--- config.mk ---
export PLATFORM = sky130hd
export DESIGN_NAME = mavg_channel_sched
export DESIGN_NICKNAME = d
export VERILOG_FILES = /design/src/rtl/mavg_channel_sched.sv
export SDC_FILE = /design/constraint.sdc
export NUM_CORES = 1
export LEC_CHECK = 0
export ABC_AREA = 1
export BUFFER_PORTS_ARGS = -buffer_cell sky130_fd_sc_hd__buf_2
export CAP_MARGIN = 40
export CORE_MARGIN = 2
export CORE_UTILIZATION = 52
export CTS_BUF_LIST = sky130_fd_sc_hd__clkbuf_8
export DETAILED_ROUTE_END_ITERATION = 12
export GPL_TIMING_DRIVEN = 0
export PLACE_DENSITY = 0.83
export REMOVE_ABC_BUFFERS = 1
export SETUP_SLACK_MARGIN = 0.05
export SYNTH_ARGS = -nofsm -noshare
export SYNTH_HDL_FRONTEND = slang
export SYNTH_SLANG_ARGS = --single-unit
--- constraint.sdc ---
create_clock -name clk -period 2.04 [get_ports clk]
set_clock_uncertainty 0.05 [all_clocks]
set_input_delay 0.306 -clock clk [delete_from_list [all_inputs] [get_ports clk]]
set_output_delay 0.306 -clock clk [all_outputs]
set_load 0.05 [all_outputs]
--- src/rtl/mavg_channel_sched.sv ---
// Two-channel round-robin scheduler in front of a shared moving-average datapath.
// One datapath transaction is outstanding at a time; flush requests are folded
// into the same request stream ahead of samples, and each channel's results are
// withheld until that channel's window of WIN samples has filled.
module mavg_channel_sched #(
  parameter int DATA_W = 8,
  parameter int WIN    = 4
) (
  input  logic              clk,
  input  logic              rst,
  input  logic              ch0_valid,
  input  logic [DATA_W-1:0] ch0_data,
  output logic              ch0_ready,
  input  logic              ch1_valid,
  input  logic [DATA_W-1:0] ch1_data,
  output logic              ch1_ready,
  input  logic              flush0,
  input  logic              flush1,
  output logic              dp_valid,
  output logic              dp_ch,
  output logic              dp_flush,
  output logic [DATA_W-1:0] dp_data,
  input  logic              dp_ready,
  input  logic              dp_res_valid,
  input  logic              dp_res_ch,
  input  logic [DATA_W-1:0] dp_res_data,
  output logic              out0_valid,
  output logic [DATA_W-1:0] out0_data,
  output logic              out1_valid,
  output logic [DATA_W-1:0] out1_data,
  output logic              busy,
  output logic              err
);

  // Warm-up counter only needs to reach WIN, where it saturates.
  localparam int            CW    = (WIN > 1) ? $clog2(WIN + 1) : 1;
  localparam logic [CW-1:0] WIN_C = CW'(WIN);

  typedef enum logic [1:0] {
    S_IDLE     = 2'd0,
    S_ISSUE    = 2'd1,
    S_WAIT_RES = 2'd2
  } state_t;

  state_t r_state;
  state_t w_state_next;

  // Registered request presented to the datapath while in ISSUE.
  logic              r_dp_ch;
  logic              r_dp_flush;
  logic [DATA_W-1:0] r_dp_data;
  // Channel granted most recently; reset to 1 so channel 0 wins the first tie.
  logic              r_last;
  logic              r_err;

  logic                   w_idle;
  logic                   w_any_pend;
  logic                   w_res_ok;
  logic                   w_res_bad;
  logic [1:0]             w_pend;
  logic [1:0]             w_grant;
  logic [1:0]             w_take_flush;
  logic [1:0]             w_take_sample;
  logic [1:0]             w_res_hit;
  logic [1:0]             w_flush_in;
  logic [1:0]             w_out_valid;
  logic [1:0][DATA_W-1:0] w_out_data;

  assign w_idle     = (r_state == S_IDLE);
  assign w_flush_in = {flush1, flush0};
  assign w_any_pend = |w_pend;

  // Round-robin: with both channels requesting, the one not granted last wins.
  assign w_grant[0] = ch0_valid & (~ch1_valid | r_last);
  assign w_grant[1] = ch1_valid & (~ch0_valid | ~r_last);

  // Pending flushes beat samples, and flush 0 beats flush 1.
  assign w_take_flush[0] = w_idle & w_pend[0];
  assign w_take_flush[1] = w_idle & w_pend[1] & ~w_pend[0];

  // Per-channel state: flush pending bit, warm-up counter and result output.
  generate
    for (genvar gi = 0; gi < 2; gi++) begin : g_ch
      localparam logic CH = (gi == 1) ? 1'b1 : 1'b0;

      logic              r_pend;
      logic [CW-1:0]     r_warm;
      logic              r_out_valid;
      logic [DATA_W-1:0] r_out_data;
      logic [CW-1:0]     w_warm_inc;

      // A flush arriving this cycle already counts as pending, so it beats a
      // same-cycle sample on either channel.
      assign w_pend[gi]        = r_pend | w_flush_in[gi];
      assign w_take_sample[gi] = w_idle & ~w_any_pend & w_grant[gi];
      assign w_res_hit[gi]     = w_res_ok & (r_dp_ch == CH);
      assign w_warm_inc        = (r_warm == WIN_C) ? WIN_C : r_warm + 1'b1;
      assign w_out_valid[gi]   = r_out_valid;
      assign w_out_data[gi]    = r_out_data;

      // Track flush requests, warm-up progress and emit unsuppressed results.
      always_ff @(posedge clk) begin
        if (rst) begin
          r_pend      <= 1'b0;
          r_warm      <= '0;
          r_out_valid <= 1'b0;
          r_out_data  <= '0;
        end else begin
          r_pend      <= w_pend[gi] & ~w_take_flush[gi];
          r_out_valid <= 1'b0;
          if (w_take_flush[gi]) begin
            r_warm <= '0;
          end else if (w_res_hit[gi]) begin
            r_warm <= w_warm_inc;
            if (w_warm_inc == WIN_C) begin
              r_out_valid <= 1'b1;
              r_out_data  <= dp_res_data;
            end
          end
        end
      end
    end
  endgenerate

  // State register.
  always_ff @(posedge clk) begin
    if (rst) begin
      r_state <= S_IDLE;
    end else begin
      r_state <= w_state_next;
    end
  end

  // Next-state logic and result classification.
  always_comb begin
    w_state_next = r_state;
    w_res_ok     = 1'b0;
    w_res_bad    = 1'b0;
    case (r_state)
      S_IDLE: begin
        w_res_bad = dp_res_valid;
        if ((|w_take_flush) || (|w_take_sample)) begin
          w_state_next = S_ISSUE;
        end
      end
      S_ISSUE: begin
        w_res_bad = dp_res_valid;
        if (dp_ready) begin
          // Flushes produce no result, so they return straight to IDLE.
          w_state_next = r_dp_flush ? S_IDLE : S_WAIT_RES;
        end
      end
      S_WAIT_RES: begin
        if (dp_res_valid) begin
          if (dp_res_ch == r_dp_ch) begin
            w_res_ok     = 1'b1;
            w_state_next = S_IDLE;
          end else begin
            w_res_bad = 1'b1;
          end
        end
      end
      default: begin
        w_state_next = S_IDLE;
      end
    endcase
  end

  // Capture the selected request and update the round-robin pointer.
  always_ff @(posedge clk) begin
    if (rst) begin
      r_dp_ch    <= 1'b0;
      r_dp_flush <= 1'b0;
      r_dp_data  <= '0;
      r_last     <= 1'b1;
    end else if (w_take_flush[0]) begin
      r_dp_ch    <= 1'b0;
      r_dp_flush <= 1'b1;
      r_dp_data  <= '0;
    end else if (w_take_flush[1]) begin
      r_dp_ch    <= 1'b1;
      r_dp_flush <= 1'b1;
      r_dp_data  <= '0;
    end else if (w_take_sample[0]) begin
      r_dp_ch    <= 1'b0;
      r_dp_flush <= 1'b0;
      r_dp_data  <= ch0_data;
      r_last     <= 1'b0;
    end else if (w_take_sample[1]) begin
      r_dp_ch    <= 1'b1;
      r_dp_flush <= 1'b0;
      r_dp_data  <= ch1_data;
      r_last     <= 1'b1;
    end
  end

  // Sticky protocol error: unexpected or misrouted results.
  always_ff @(posedge clk) begin
    if (rst) begin
      r_err <= 1'b0;
    end else if (w_res_bad) begin
      r_err <= 1'b1;
    end
  end

  assign ch0_ready  = w_take_sample[0];
  assign ch1_ready  = w_take_sample[1];
  assign dp_valid   = (r_state == S_ISSUE);
  assign dp_ch      = r_dp_ch;
  assign dp_flush   = r_dp_flush;
  assign dp_data    = r_dp_data;
  assign out0_valid = w_out_valid[0];
  assign out0_data  = w_out_data[0];
  assign out1_valid = w_out_valid[1];
  assign out1_data  = w_out_data[1];
  assign busy       = ~w_idle;
  assign err        = r_err;

endmodule

# --- After elaboration in Yosys (flattened, before gate mapping) ---
# Index checks and enable logic that the tools add are counted.
word_totals:
  reg_bits: 40
  latchBits: 0
  mem_bits_rw: 0
  rom_bits: 0
  inputBits: 33
  out_inout_bits: 33
  mem_count: 0
op_classes:
  n_addsub: 2
  n_mul: 0
  n_div: 0
  order_cmp: 0
  n_eq_ne: 11
  shifts: 0
  mux: 25
  bitwise_logic: 27
  reduce_logical: 18
op_table:
  columns: ["operator", "count"]
  rows:
  - ["2-to-1 mux 8 bit", 2]
  - ["2-to-1 mux 1 bit", 14]
  - ["bitwise AND 1 bit", 12]
  - ["equality test 3 bit, second input constant", 4]
  - ["OR reduction 2 bit", 6]
  - ["inverter 1 bit", 11]
  - ["2-to-1 mux 2 bit", 5]
  - ["AND reduction 3 bit", 3]
  - ["OR reduction 3 bit", 3]
  - ["adder 3 x 1 -> 3 bit, second input constant", 2]
  - ["2-to-1 mux 3 bit", 2]
  - ["case mux 2 bit (3 select lines)", 1]
  - ["inequality test 2 x 1 -> 1 bit, second input constant", 2]
  - ["inequality test 2 bit, second input constant", 2]
  - ["bitwise OR 1 bit", 4]
  - ["AND reduction 4 bit", 1]
  - ["nonzero test 4 bit", 1]
  - ["nonzero test 3 bit", 1]
  - ["equality test 2 x 1 -> 1 bit, second input constant", 1]
  - ["equality test 2 bit, second input constant", 1]
  - ["zero test 2 bit", 1]
  - ["case mux 1 bit (2 select lines)", 1]
  - ["nonzero test 2 bit", 1]
  - ["equality test 1 bit", 1]
  - ["logical OR 1 bit", 1]

# --- Depth between registers and ports, before layout ---
depth:
  word_depth: 9
  mapped_depth: 9
  depth_no_buf: 9

# --- Worst setup path after synthesis ---
# OpenSTA, ideal clock, no wires.
synth_timing:
  path_type: "flip-flop to output port"
  startpoint: "reg r_state[1]"
  endpoint: "out ch0_ready"
  arrival_time_ns: 1.509
  slack_ns: 0.175
  path_stages_with_launch: 5
  path_cell_list: "dfxtp_1 nor2_2 nand3_2 buf_2 nor2_1"
synth_via:
  elab_chain_len: 3
synth_lines:
  columns: ["element", "line", "source"]
  rows:
  - ["from (decl)", "45", "state_t r_state;"]
  - ["from (signal assigned)", "130", "r_state <= w_state_next;"]
  - ["zero test 2 bit", "69", "assign w_idle = (r_state == S_IDLE);"]
  - ["bitwise AND 1 bit (2 in a row)", "95", "assign w_take_sample[gi] = w_idle & ~w_any_pend & w_grant[gi];"]
  - ["to (decl)", "13", "output logic ch0_ready,"]
# Every way passes these cells.

# --- Final worst setup path ---
layout_timing:
  startpoint: "reg r_state[0]"
  endpoint: "out ch1_ready"
layout_via:
  elab_chain_len: 3
layout_lines:
  columns: ["element", "line", "source"]
  rows:
  - ["zero test 2 bit", "69", null]
  - ["bitwise AND 1 bit (2 in a row)", "95", null]
  - ["to (decl)", "16", "output logic ch1_ready,"]
# Every way passes these cells.

==> results.yml <==
placement:
  gp_congestion: 0.8193
  dp_hpwl_um: 3219
  io_buffers: 65
clocking:
  hold_buffers: 0
  cts_tree: "done"
  cts_root_buf: "clkbuf_8"
  htreeDepth: 2
  clkTransAtPathRegs_ns: 0.08
  cts_buffer_depth: 2
  cts_buffers: 5
  insertion_delay_ns: 0.29
  cts.sinks: 40
  post_cts_buffers: 0
power:
  ir_drop_mv: 0.4437
  p_per_area_nw_per_um2: 688.3
  power.total_mw: 1.657
  p_leak_nw: 1.178
die:
  ioPinCount: 66
  fp.dieH_um: 65.11
  start_util_pct: 53.44
  core_um2: 3633
  die_w_um: 65.11
  num_rows: 22
  die_area_um2: 4239
timing:
  clock.fmax_ghz: 0.5200
  setup_viol: 0
  tightest_slew_ns: 0.6029
  timing_hold_violations_final: 0
  rsz0062_at_grt: "yes"
  fin_crit_ns: 1.923
  finalCritPeriodShare_pct: 94.26
  maxSlewViolCount: 0
  slew_headroom_pct: 59.81
  fin_hold_ws_ns: 0.2085
setup_path:
  crit_arrival_ns: 1.57
  crit_fanout: 12
  max_stage_delay_ns: 0.37
  cp.required_ns: 1.68
  critPathCaptureType: "output pin"
  path_cells: "nor2_4 > nand3_4 > nor2_1 > clkbuf_4"
  path_class: "flip-flop to output pin"
  cp-start-kind: "flip-flop"
  r2r_cells: 6
  crit_slowest_cell: "dfxtp_1"
synthesis:
  synth.distinct_cells: 29
  avgSynthCellArea_um2: 7.356
  yosysWarnings: 0
  synth-seq-area-share_pct: 41.24
  netlist_instances: 264
  synth.cell_area_um2: 1942
  ys_ff_latch: 40
detailed_routing:
  wl_per_cell_um: 11.53
  dr.pass1.iters: 4
  viasPerCell: 5.008
  totalWireLength_um: 4358
  antenna_left: 0
  drtIter0Drc: 88
  dr_total_vias: 1893
  drc_errors: 0
grt:
  grt_use_met3_pct: 6.336
  grt_busiest_layer: "met2"
  grt_max_degree: 21
  met2_usage_pct: 39.18
  grt_use_total_pct: 21.87
  grt_pass1_wl_um: 7355
  grtUsageMet1_pct: 25.46
  antenna_found_initial: 0
  grt-ovfl-total: 0
  first_global_vias: 1746
final_layout:
  fin_nets: 366
  final_cell_mix: "buf_2 (65), nand2_1 (40), dfxtp_1 (40)"
  drive_gt1_share_pct: 27.27
  area_delta_synth_final_pct: 23.97
  layout_commonest_cell: "buf_2"
  n_antenna_cell: 0
hold_path:
  min_path_cells: 3
  hold_class: "primary input to flip-flop"
job:
  max_cap_viol_count: 0
outcome:
  outcome: "finished, final reports clean"
worst max-delay path, delay by kind of cell, from the launching register on:
family / cells / cell delay (ns)
and+or+nand+nor: 3 / 0.63
DFF: 1 / 0.37
buffers and inverters: 1 / 0.27
worst paths after layout:
path | slack, ns | end | start
hold / removal | 0.21 | out1_data[3] | dp_res_data[3]
hold reg to reg | 0.42 | dp_data[7] | dp_data[7]
setup reg to reg | 0.27 | dp_data[1] | r_state[0]
setup / recovery | 0.12 | ch1_ready | r_state[0]
where the power goes:
group          switching (mW)  total (mW)  internal [mW]
clock network           0.274       0.512          0.238
logic                   0.225       0.319         0.0936
registers              0.0222       0.825          0.803
total                   0.522        1.66           1.14
metrics by stage:
stage / setup TNS (ns) / instance area (µm²) / std cells / setup slack [ns] / utilization (%)
after floorplan: 0 / 1891 / 256 / 0.1484 / -
after global placement: -0.7443 / 2276 / 369 / -0.09895 / 62.64
after detailed placement: -0.9168 / 2281 / 370 / -0.1220 / 62.78
after CTS: 0 / 2389 / 378 / 0.06960 / 65.74
after global routing: 0 / 2407 / 378 / 0.01060 / 66.25
final: 0 / 2407 / 378 / 0.1170 / 66.25
layer usage:
layer  up-vias  share of wire, %
li1        987                 -
met1       836                44
met2        65                47
met3         5               8.0
met4         0              0.85
met5         -                 0
registers in the layout, summed over array words and instances, names as in the netlist, 2 cells and up:
register / cells
g_ch.r_warm: 6
out0_data: 8
r_state: 2
dp_data: 8
g_ch.r_pend: 2
out1_data: 8
cell usage after synthesis:
master | number | area (µm²)
dfxtp_1 | 40 | 800.8
nand2_1 | 40 | 150.1
inv_1 | 34 | 127.6
nor2_1 | 33 | 123.9
nand3_1 | 25 | 125.1
a21oi_1 | 24 | 120.1
o21ai_0 | 13 | 65.06
nor3_1 | 12 | 60.06
o21bai_1 | 8 | 60.06
ha_1 | 4 | 50.05
nand3b_1 | 4 | 30.03
nor2_2 | 4 | 25.02
a211oi_1 | 2 | 15.01
a21oi_2 | 2 | 17.52
buf_2 | 2 | 10.01
buf_6 | 2 | 22.52
clkbuf_1 | 2 | 7.510
nand4_4 | 2 | 42.54
a21boi_0 | 1 | 7.510
a31oi_1 | 1 | 6.260
buf_1 | 1 | 3.750
buf_4 | 1 | 7.510
clkinv_1 | 1 | 3.750
inv_2 | 1 | 3.750
nand2_2 | 1 | 6.260
nand3_2 | 1 | 10.01
nor2_4 | 1 | 11.26
nor2_8 | 1 | 20.02
o21ai_2 | 1 | 8.760
cell families (layout without fill, tap and decap cells):
logic type,after synthesis,in the layout,synth area share (%)
adder cells (fa/ha/maj),4,4,2.577
buffers and inverters,44,110,9.600
flip-flops,40,40,41.24
AO/OA/AOI/OAI,52,52,15.46
AND/OR/NAND/NOR,124,124,31.12
what timing repair did:
action	CTS	global route
resized for setup	3	5
cloned	0	0
setup endpoints to repair	11	19
pin swaps	0	1
layout make-up:
class	instances	area, µm²
Sequential cell	40	800.8
Inverter	36	138.9
Tap cell	48	60.06
Multi-Input combinational cell	180	987.2
Clock inverter	3	18.77
Clock buffer	5	68.82
Timing Repair Buffer	66	332.8
Fill cell	339	1226
Note: power is estimated with default switching activity, not from simulation.
